**config.mk**
```make
export PLATFORM = sky130hd
export DESIGN_NAME = arb_grant_decoder
export DESIGN_NICKNAME = d
export VERILOG_FILES = /design/src/rtl/arb_grant_decoder_pkg.sv /design/src/rtl/arb_grant_timer.sv /design/src/rtl/arb_grant_decoder.sv
export SDC_FILE = /design/constraint.sdc
export NUM_CORES = 1
export LEC_CHECK = 0
export BUFFER_PORTS_ARGS = -buffer_cell sky130_fd_sc_hd__clkbuf_2
export CORE_AREA = 2 2 39 41
export DETAILED_ROUTE_END_ITERATION = 16
export DIE_AREA = 0 0 41 43
export PLACE_DENSITY_LB_ADDON = 0.3
export SLEW_MARGIN = 25
export SYNTH_ARGS = -nofsm -noshare
export SYNTH_HDL_FRONTEND = slang
export SYNTH_HIERARCHICAL = 1
export SYNTH_SLANG_ARGS = --single-unit
```
**constraint.sdc**
```tcl
create_clock -name clk_i -period 1.6 [get_ports clk_i]
set_input_delay 0.32 -clock clk_i [delete_from_list [all_inputs] [get_ports clk_i]]
set_output_delay 0.32 -clock clk_i [all_outputs]
set_load 0.03 [all_outputs]
```
**src/rtl/arb_grant_decoder_pkg.sv**
```systemverilog
// Shared types and helpers for the arbiter grant decoder and its hold timer.
package arb_grant_decoder_pkg;

    typedef enum logic {
        ST_IDLE  = 1'b0,
        ST_GRANT = 1'b1
    } state_e;

    // Timer must be able to hold TIMEOUT itself so it can saturate there.
    function automatic int timer_width(input int timeout);
        if (timeout > 0) begin
            return $clog2(timeout + 1);
        end else begin
            return 1;
        end
    endfunction

endpackage

```
**src/rtl/arb_grant_timer.sv**
```systemverilog
// Saturating grant-hold counter; expire_o flags the last permitted hold cycle.
module arb_grant_timer
    import arb_grant_decoder_pkg::*;
#(
    parameter int TIMEOUT = 8
) (
    input  logic clk_i,
    input  logic arst_n_i,
    input  logic clr_i,
    input  logic en_i,
    output logic expire_o
);

    localparam int TW = timer_width(TIMEOUT);
    localparam logic [TW-1:0] CNT_LAST = TW'(TIMEOUT - 1);
    localparam logic [TW-1:0] CNT_MAX  = TW'(TIMEOUT);

    logic [TW-1:0] cnt_q;
    logic [TW-1:0] cnt_d;

    // Counter register.
    always_ff @(posedge clk_i or negedge arst_n_i) begin
        if (!arst_n_i) begin
            cnt_q <= {TW{1'b0}};
        end else begin
            cnt_q <= cnt_d;
        end
    end

    // Clear has priority; counting stops at CNT_MAX instead of wrapping.
    always_comb begin
        cnt_d = cnt_q;
        if (clr_i) begin
            cnt_d = {TW{1'b0}};
        end else if (en_i && (cnt_q != CNT_MAX)) begin
            cnt_d = cnt_q + {{(TW-1){1'b0}}, 1'b1};
        end else begin
            cnt_d = cnt_q;
        end
    end

    assign expire_o = en_i && (cnt_q == CNT_LAST);

endmodule

```
**src/rtl/arb_grant_decoder.sv**
```systemverilog
// Turns an encoded grant index into a held, registered one-hot grant that is
// dropped on the owner's release or on an optional hold timeout.
module arb_grant_decoder
    import arb_grant_decoder_pkg::*;
#(
    parameter int WIDTH   = 4,
    parameter int IDX_W   = $clog2(WIDTH),
    parameter int TIMEOUT = 0
) (
    input  logic             clk_i,
    input  logic             arst_n_i,
    input  logic             enc_valid_i,
    input  logic [IDX_W-1:0] enc_idx_i,
    output logic             enc_ready_o,
    output logic [WIDTH-1:0] grant_o,
    output logic             grant_valid_o,
    output logic [IDX_W-1:0] grant_idx_o,
    input  logic [WIDTH-1:0] release_i,
    output logic             timeout_o,
    output logic             err_o
);

    localparam logic [IDX_W:0]   WIDTH_L = (IDX_W + 1)'(WIDTH);
    localparam logic [WIDTH-1:0] ONE_HOT0 = {{(WIDTH-1){1'b0}}, 1'b1};

    state_e           state_q, state_d;
    logic [WIDTH-1:0] grant_q, grant_d;
    logic [IDX_W-1:0] idx_q, idx_d;
    logic             timeout_q, timeout_d;
    logic             err_q, err_d;
    logic             accept_s;
    logic             in_range_s;
    logic             expire_s;

    assign accept_s   = enc_valid_i && (state_q == ST_IDLE);
    assign in_range_s = ({1'b0, enc_idx_i} < WIDTH_L);

    if (TIMEOUT > 0) begin : g_timer
        arb_grant_timer #(
            .TIMEOUT (TIMEOUT)
        ) u_timer (
            .clk_i    (clk_i),
            .arst_n_i (arst_n_i),
            .clr_i    (accept_s),
            .en_i     (state_q == ST_GRANT),
            .expire_o (expire_s)
        );
    end else begin : g_no_timer
        assign expire_s = 1'b0;
    end

    // State and output registers; async reset drops the grant immediately.
    always_ff @(posedge clk_i or negedge arst_n_i) begin
        if (!arst_n_i) begin
            state_q   <= ST_IDLE;
            grant_q   <= {WIDTH{1'b0}};
            idx_q     <= {IDX_W{1'b0}};
            timeout_q <= 1'b0;
            err_q     <= 1'b0;
        end else begin
            state_q   <= state_d;
            grant_q   <= grant_d;
            idx_q     <= idx_d;
            timeout_q <= timeout_d;
            err_q     <= err_d;
        end
    end

    // Next-state logic; a matching release beats a same-cycle timeout.
    always_comb begin
        state_d   = state_q;
        grant_d   = grant_q;
        idx_d     = idx_q;
        timeout_d = 1'b0;
        err_d     = 1'b0;
        case (state_q)
            ST_IDLE: begin
                if (accept_s && in_range_s) begin
                    idx_d   = enc_idx_i;
                    grant_d = ONE_HOT0 << enc_idx_i;
                    state_d = ST_GRANT;
                end else if (accept_s) begin
                    err_d   = 1'b1;
                end else begin
                    state_d = ST_IDLE;
                end
            end
            ST_GRANT: begin
                if (|(release_i & grant_q)) begin
                    grant_d = {WIDTH{1'b0}};
                    state_d = ST_IDLE;
                end else if (expire_s) begin
                    grant_d   = {WIDTH{1'b0}};
                    timeout_d = 1'b1;
                    state_d   = ST_IDLE;
                end else begin
                    state_d = ST_GRANT;
                end
            end
            default: begin
                grant_d = {WIDTH{1'b0}};
                state_d = ST_IDLE;
            end
        endcase
    end

    assign enc_ready_o   = (state_q == ST_IDLE);
    assign grant_o       = grant_q;
    assign grant_valid_o = |grant_q;
    assign grant_idx_o   = idx_q;
    assign timeout_o     = timeout_q;
    assign err_o         = err_q;

endmodule

```
# [Yosys cells after proc, flatten, opt, wreduce, memory -nomap -nowiden]
# Index checks and enable logic that the tools add are counted.
[op_classes] muxes=6 n_bitwise=2 eq_ne=2 reduce_logical=5 shifts=1
[op_table] operator="two-way mux 4 bit" n=2
[op_table] operator="case mux 4 bit (2 select lines)" n=1
[op_table] operator="OR reduction 4 bit" n=2
[op_table] operator="AND 4 bit" n=1
[op_table] operator="inequality test 2 x 1 -> 1 bit (second input constant)" n=2
[op_table] operator="AND reduction 2 bit" n=2
[op_table] operator="<< shifter 1 x 2 -> 4 bit (first input constant)" n=1
[op_table] operator="two-way mux 1 bit" n=2
[op_table] operator="case mux 1 bit (2 select lines)" n=1
[op_table] operator="logical AND 1 bit" n=1
[op_table] operator="inverter 1 bit" n=1
[word_totals] register_bits=7 output_inout_bits=10 wordCells=19 inputBits=9

# [Logic depth before layout (Yosys ltp)]
[depth] ltp_word=4 mapped_depth=4 depth_no_buf=3

# [Worst setup path before layout]
# Ideal clock, no wire load.
[synth_path] kind="register to output" start="reg grant_q[0] (netlist: grant_o[0])" end="out grant_valid_o" n_path_buf=0 arrival_ps=1214 slack_ps=66 stages_incl_launch_ff=2 cell_sequence="dfrtp_1 or4_1"
[synth_between] elab_chain_len=1
[synth_rtl] item="from (decl)" line="arb_grant_decoder.sv:27" text="logic [WIDTH-1:0] grant_q, grant_d;"
[synth_rtl] item="from (signal assigned)" line="arb_grant_decoder.sv:56" text="grant_q <= {WIDTH{1'b0}};"
[synth_rtl] item="from (signal assigned)" line="arb_grant_decoder.sv:62" text="grant_q <= grant_d;"
[synth_rtl] item="OR reduction 4 bit" line="arb_grant_decoder.sv:109" text="assign grant_valid_o = |grant_q;"
[synth_rtl] item="to (decl)" line="arb_grant_decoder.sv:16" text="output logic grant_valid_o,"
# Every way passes these cells.

# [Worst setup path in the final report]
# Same ends and word-level chain as after synthesis.

==> impl_metrics.csv <==
group,metric,value,unit
run_status,status,"complete, but fails checks",
run_status,violations,"negative setup slack",
worst_setup_path,r2r_start,"grant_o[3]$_DFFE_PN0P_",
floorplan,core,1380,sq um
cells_and_area,drive_gt1_frac,0.500,
logic_synthesis,yosysWarnings,6,
timing,clock.fmax,0.609,GHz
timing,rsz0062_at_grt,"yes",
worst_setup_path,cp.arrival,1.32,ns
worst_setup_path,critical_path.cell_chain,"or4_4, buf_6",
global_route,grt.overflow.total,0,
hold_path,hp-class,"input port to flip-flop",
hold_path,min_from,"release_i[1]",
cts,worstSkewPairLatency,0.24,ns
global_route,track_usage,0.111,
routing,vias_per_cell,4.54,
placed_design,placed_cell_area,469,sq um
worst_setup_path,cp_slowest_stage_delay,0.53,ns
logic_synthesis,synth-main-ff-cell,"dfrtp_1",
cells_and_area,nets,70,
worst_setup_path,crit_type,"flip-flop to output pin",
floorplan,ios,19,
placed_design,pre_cts_ws,0.184,ns
floorplan,die_area,1760,sq um
worst_setup_path,endpoint_kind,"output pin",
worst_setup_path,cp_top_family,"simple AND/OR/NAND/NOR gates",
global_route,grt_max_degree,8,
cts,cts_buffers,3,
worst_setup_path,required,1.28,ns
worst_setup_path,startpoint,"grant_o[0]$_DFFE_PN0P_",
logic_synthesis,syn_area_per_cell,10.2,sq um
cts,cts_tree,"yes",
placed_design,routabilityCongestion,0.875,
global_route,grt_pass1_wl,1320,um
worst_setup_path,start_kind,"flip-flop",
logic_synthesis,ys_ff_latch,7,
routing,routed_wl,877,um
logic_synthesis,synth-seq-area-share,0.452,
routing,wl_per_cell,11.5,um
worst_setup_path,path_max_fanout,4,
power,leakagePower,0.000274,uW
worst_setup_path,cp_slowest_cell,"or4_4",
timing,slew_violations,0,
timing,hold_violations,0,
cells_and_area,final_util,0.389,
placed_design,port_buffers,16,
cts,cts_sinks,7,
floorplan,start_util,0.280,
timing,finalCritPeriodShare,1.03,
timing,setup_violations,1,
power,vdd_drop_max,0.760,mV
cts,clk_path_buf_depth,2,
timing,skew,0.00235,ns
power,p_per_area,1930,nW/um^2
logic_synthesis,synth_edf_count,0,
timing,fin_ws,-0.0429,ns
cells_and_area,syn2layout_area_growth,38.7,%
logic_synthesis,async_flop_share,1.00,
floorplan,die_w,41,um
logic_synthesis,synthCells,38,
floorplan,rows,14,
timing,setup-tns-final,-0.0429,ns
global_route,grt_pass1_vias,366,
timing,min_period,1.64,ns
flow_run,max_cap_viol_count,0,
global_route,antenna_found_initial,0,
floorplan,die_y,43,um
routing,drc,0,
worst_setup_path,path_buf_inv,1,
cts,clk_pin_slew_worst_paths,0.05,ns
logic_synthesis,synth.distinct_cells,20,
cts,root_buffer,"clkbuf_4",
cells_and_area,diodes,0,
routing,vias,345,
logic_synthesis,syn-cell-area,388,sq um
routing,first_iter_violations,4,
routing,drtAntennaViolNets,0,
routing,first_pass_iters,3,
cells_and_area,fin_area,538,sq um
cts,ctsHtreeMaxLevel,1,
layout make-up:
cell class              instances  area, sq um
flip-flops and latches          7          175
fillers                       146          846
inverters                       3         11.3
clock buffers                   4         26.3
repair buffers                 20          119
multi-input cells              26          186
well taps                      16         20.0
path summary, 6_finish.rpt:
| kind | end | slack [ns] | depth (start not counted) |
|---|---|---|---|
| min in group asynchronous | grant_idx_o[1]$_DFFE_PN0P_ | 0.44 | 2 |
| min reg2reg | grant_idx_o[1]$_DFFE_PN0P_ | 0.51 | 1 |
| max in group asynchronous | grant_o[1]$_DFFE_PN0P_ | 1.00 | 2 |
| min | grant_o[1]$_DFFE_PN0P_ | 0.34 | 2 |
| max reg2reg | grant_o[1]$_DFFE_PN0P_ | 0.47 | 3 |
| max | grant_valid_o | -0.04 | 2 |
layout by cell type, fill, tap and decap left out:
master | Yosys | layout
a31oi_1 | 1 | 1
clkbuf_1 | 0 | 1
nor2b_1 | 2 | 2
dfrtp_1 | 7 | 7
o32ai_2 | 1 | 1
mux2_2 | 2 | 2
inv_1 | 2 | 2
buf_4 | 3 | 3
nand3_2 | 1 | 1
o21ai_0 | 1 | 1
inv_2 | 1 | 1
nand2_1 | 5 | 5
a22oi_2 | 1 | 1
nor2_1 | 1 | 1
dlygate4sd3_1 | 0 | 1
buf_6 | 0 | 1
o22ai_1 | 3 | 3
nand2_2 | 1 | 1
or4_4 | 0 | 1
nand3b_1 | 1 | 1
o21a_1 | 1 | 1
clkbuf_2 | 0 | 15
clkbuf_4 | 0 | 3
conb_1 | 1 | 2
mux2i_1 | 2 | 2
cells by family after synthesis:
logic type / Yosys count / share of synthesized area
and+or+nand+nor: 12 / 0.171
AOI/OAI and AO/OA: 8 / 0.171
DFF: 7 / 0.452
buffers and inverters: 6 / 0.0871
muxes: 4 / 0.110
other: 1 / 0.00967
cell usage after synthesis (all sizes together) (2+ instances only):
master,count,area [sq um]
inv,3,11.3
dfrtp,7,175
nor2b,2,12.5
o22ai,3,18.8
buf,3,22.5
nand2,6,25.0
mux2,2,22.5
mux2i,2,20.0
metrics by stage:
step | std cells | power [uW] | hold slack [ns]
2_1_floorplan | 39 | 674 | 0.0244
3_3_place_gp | 68 | 809 | 0.159
3_5_place_dp | 68 | 815 | 0.159
4_1_cts | 73 | 984 | 0.307
5_1_grt | 76 | 1110 | 0.324
6_report | 76 | 1040 | 0.340
power breakdown:
group	internal, uW	leakage [uW]	switching, uW
Combinational	224	0.000170	342
Clock	94.5	0.0000150	54.7
Sequential	247	0.0000886	73.9
repair_timing:
action | 4_1_cts | 5_1_grt
hold endpoints to repair | 7 | 0
setup buffers | 0 | 3
pin swaps | 0 | 0
hold buffers | 1 | 0
setup endpoints to repair | 1 | 1
gates resized for setup | 1 | 3
flip-flops by register name, summed over array words and instances (netlist names):
name / count
grant_o: 4
grant_idx_o: 2
state_q: 1
per-layer routing:
metal	GRT usage	up-vias	wire length, um
met2	0.181	4	516
met3	0.0366	0	13
met4	0.0867	0	0
met5	0	-	0
li1	-	172	-
met1	0.106	169	347
No activity file was read; power rests on OpenSTA's default activity.
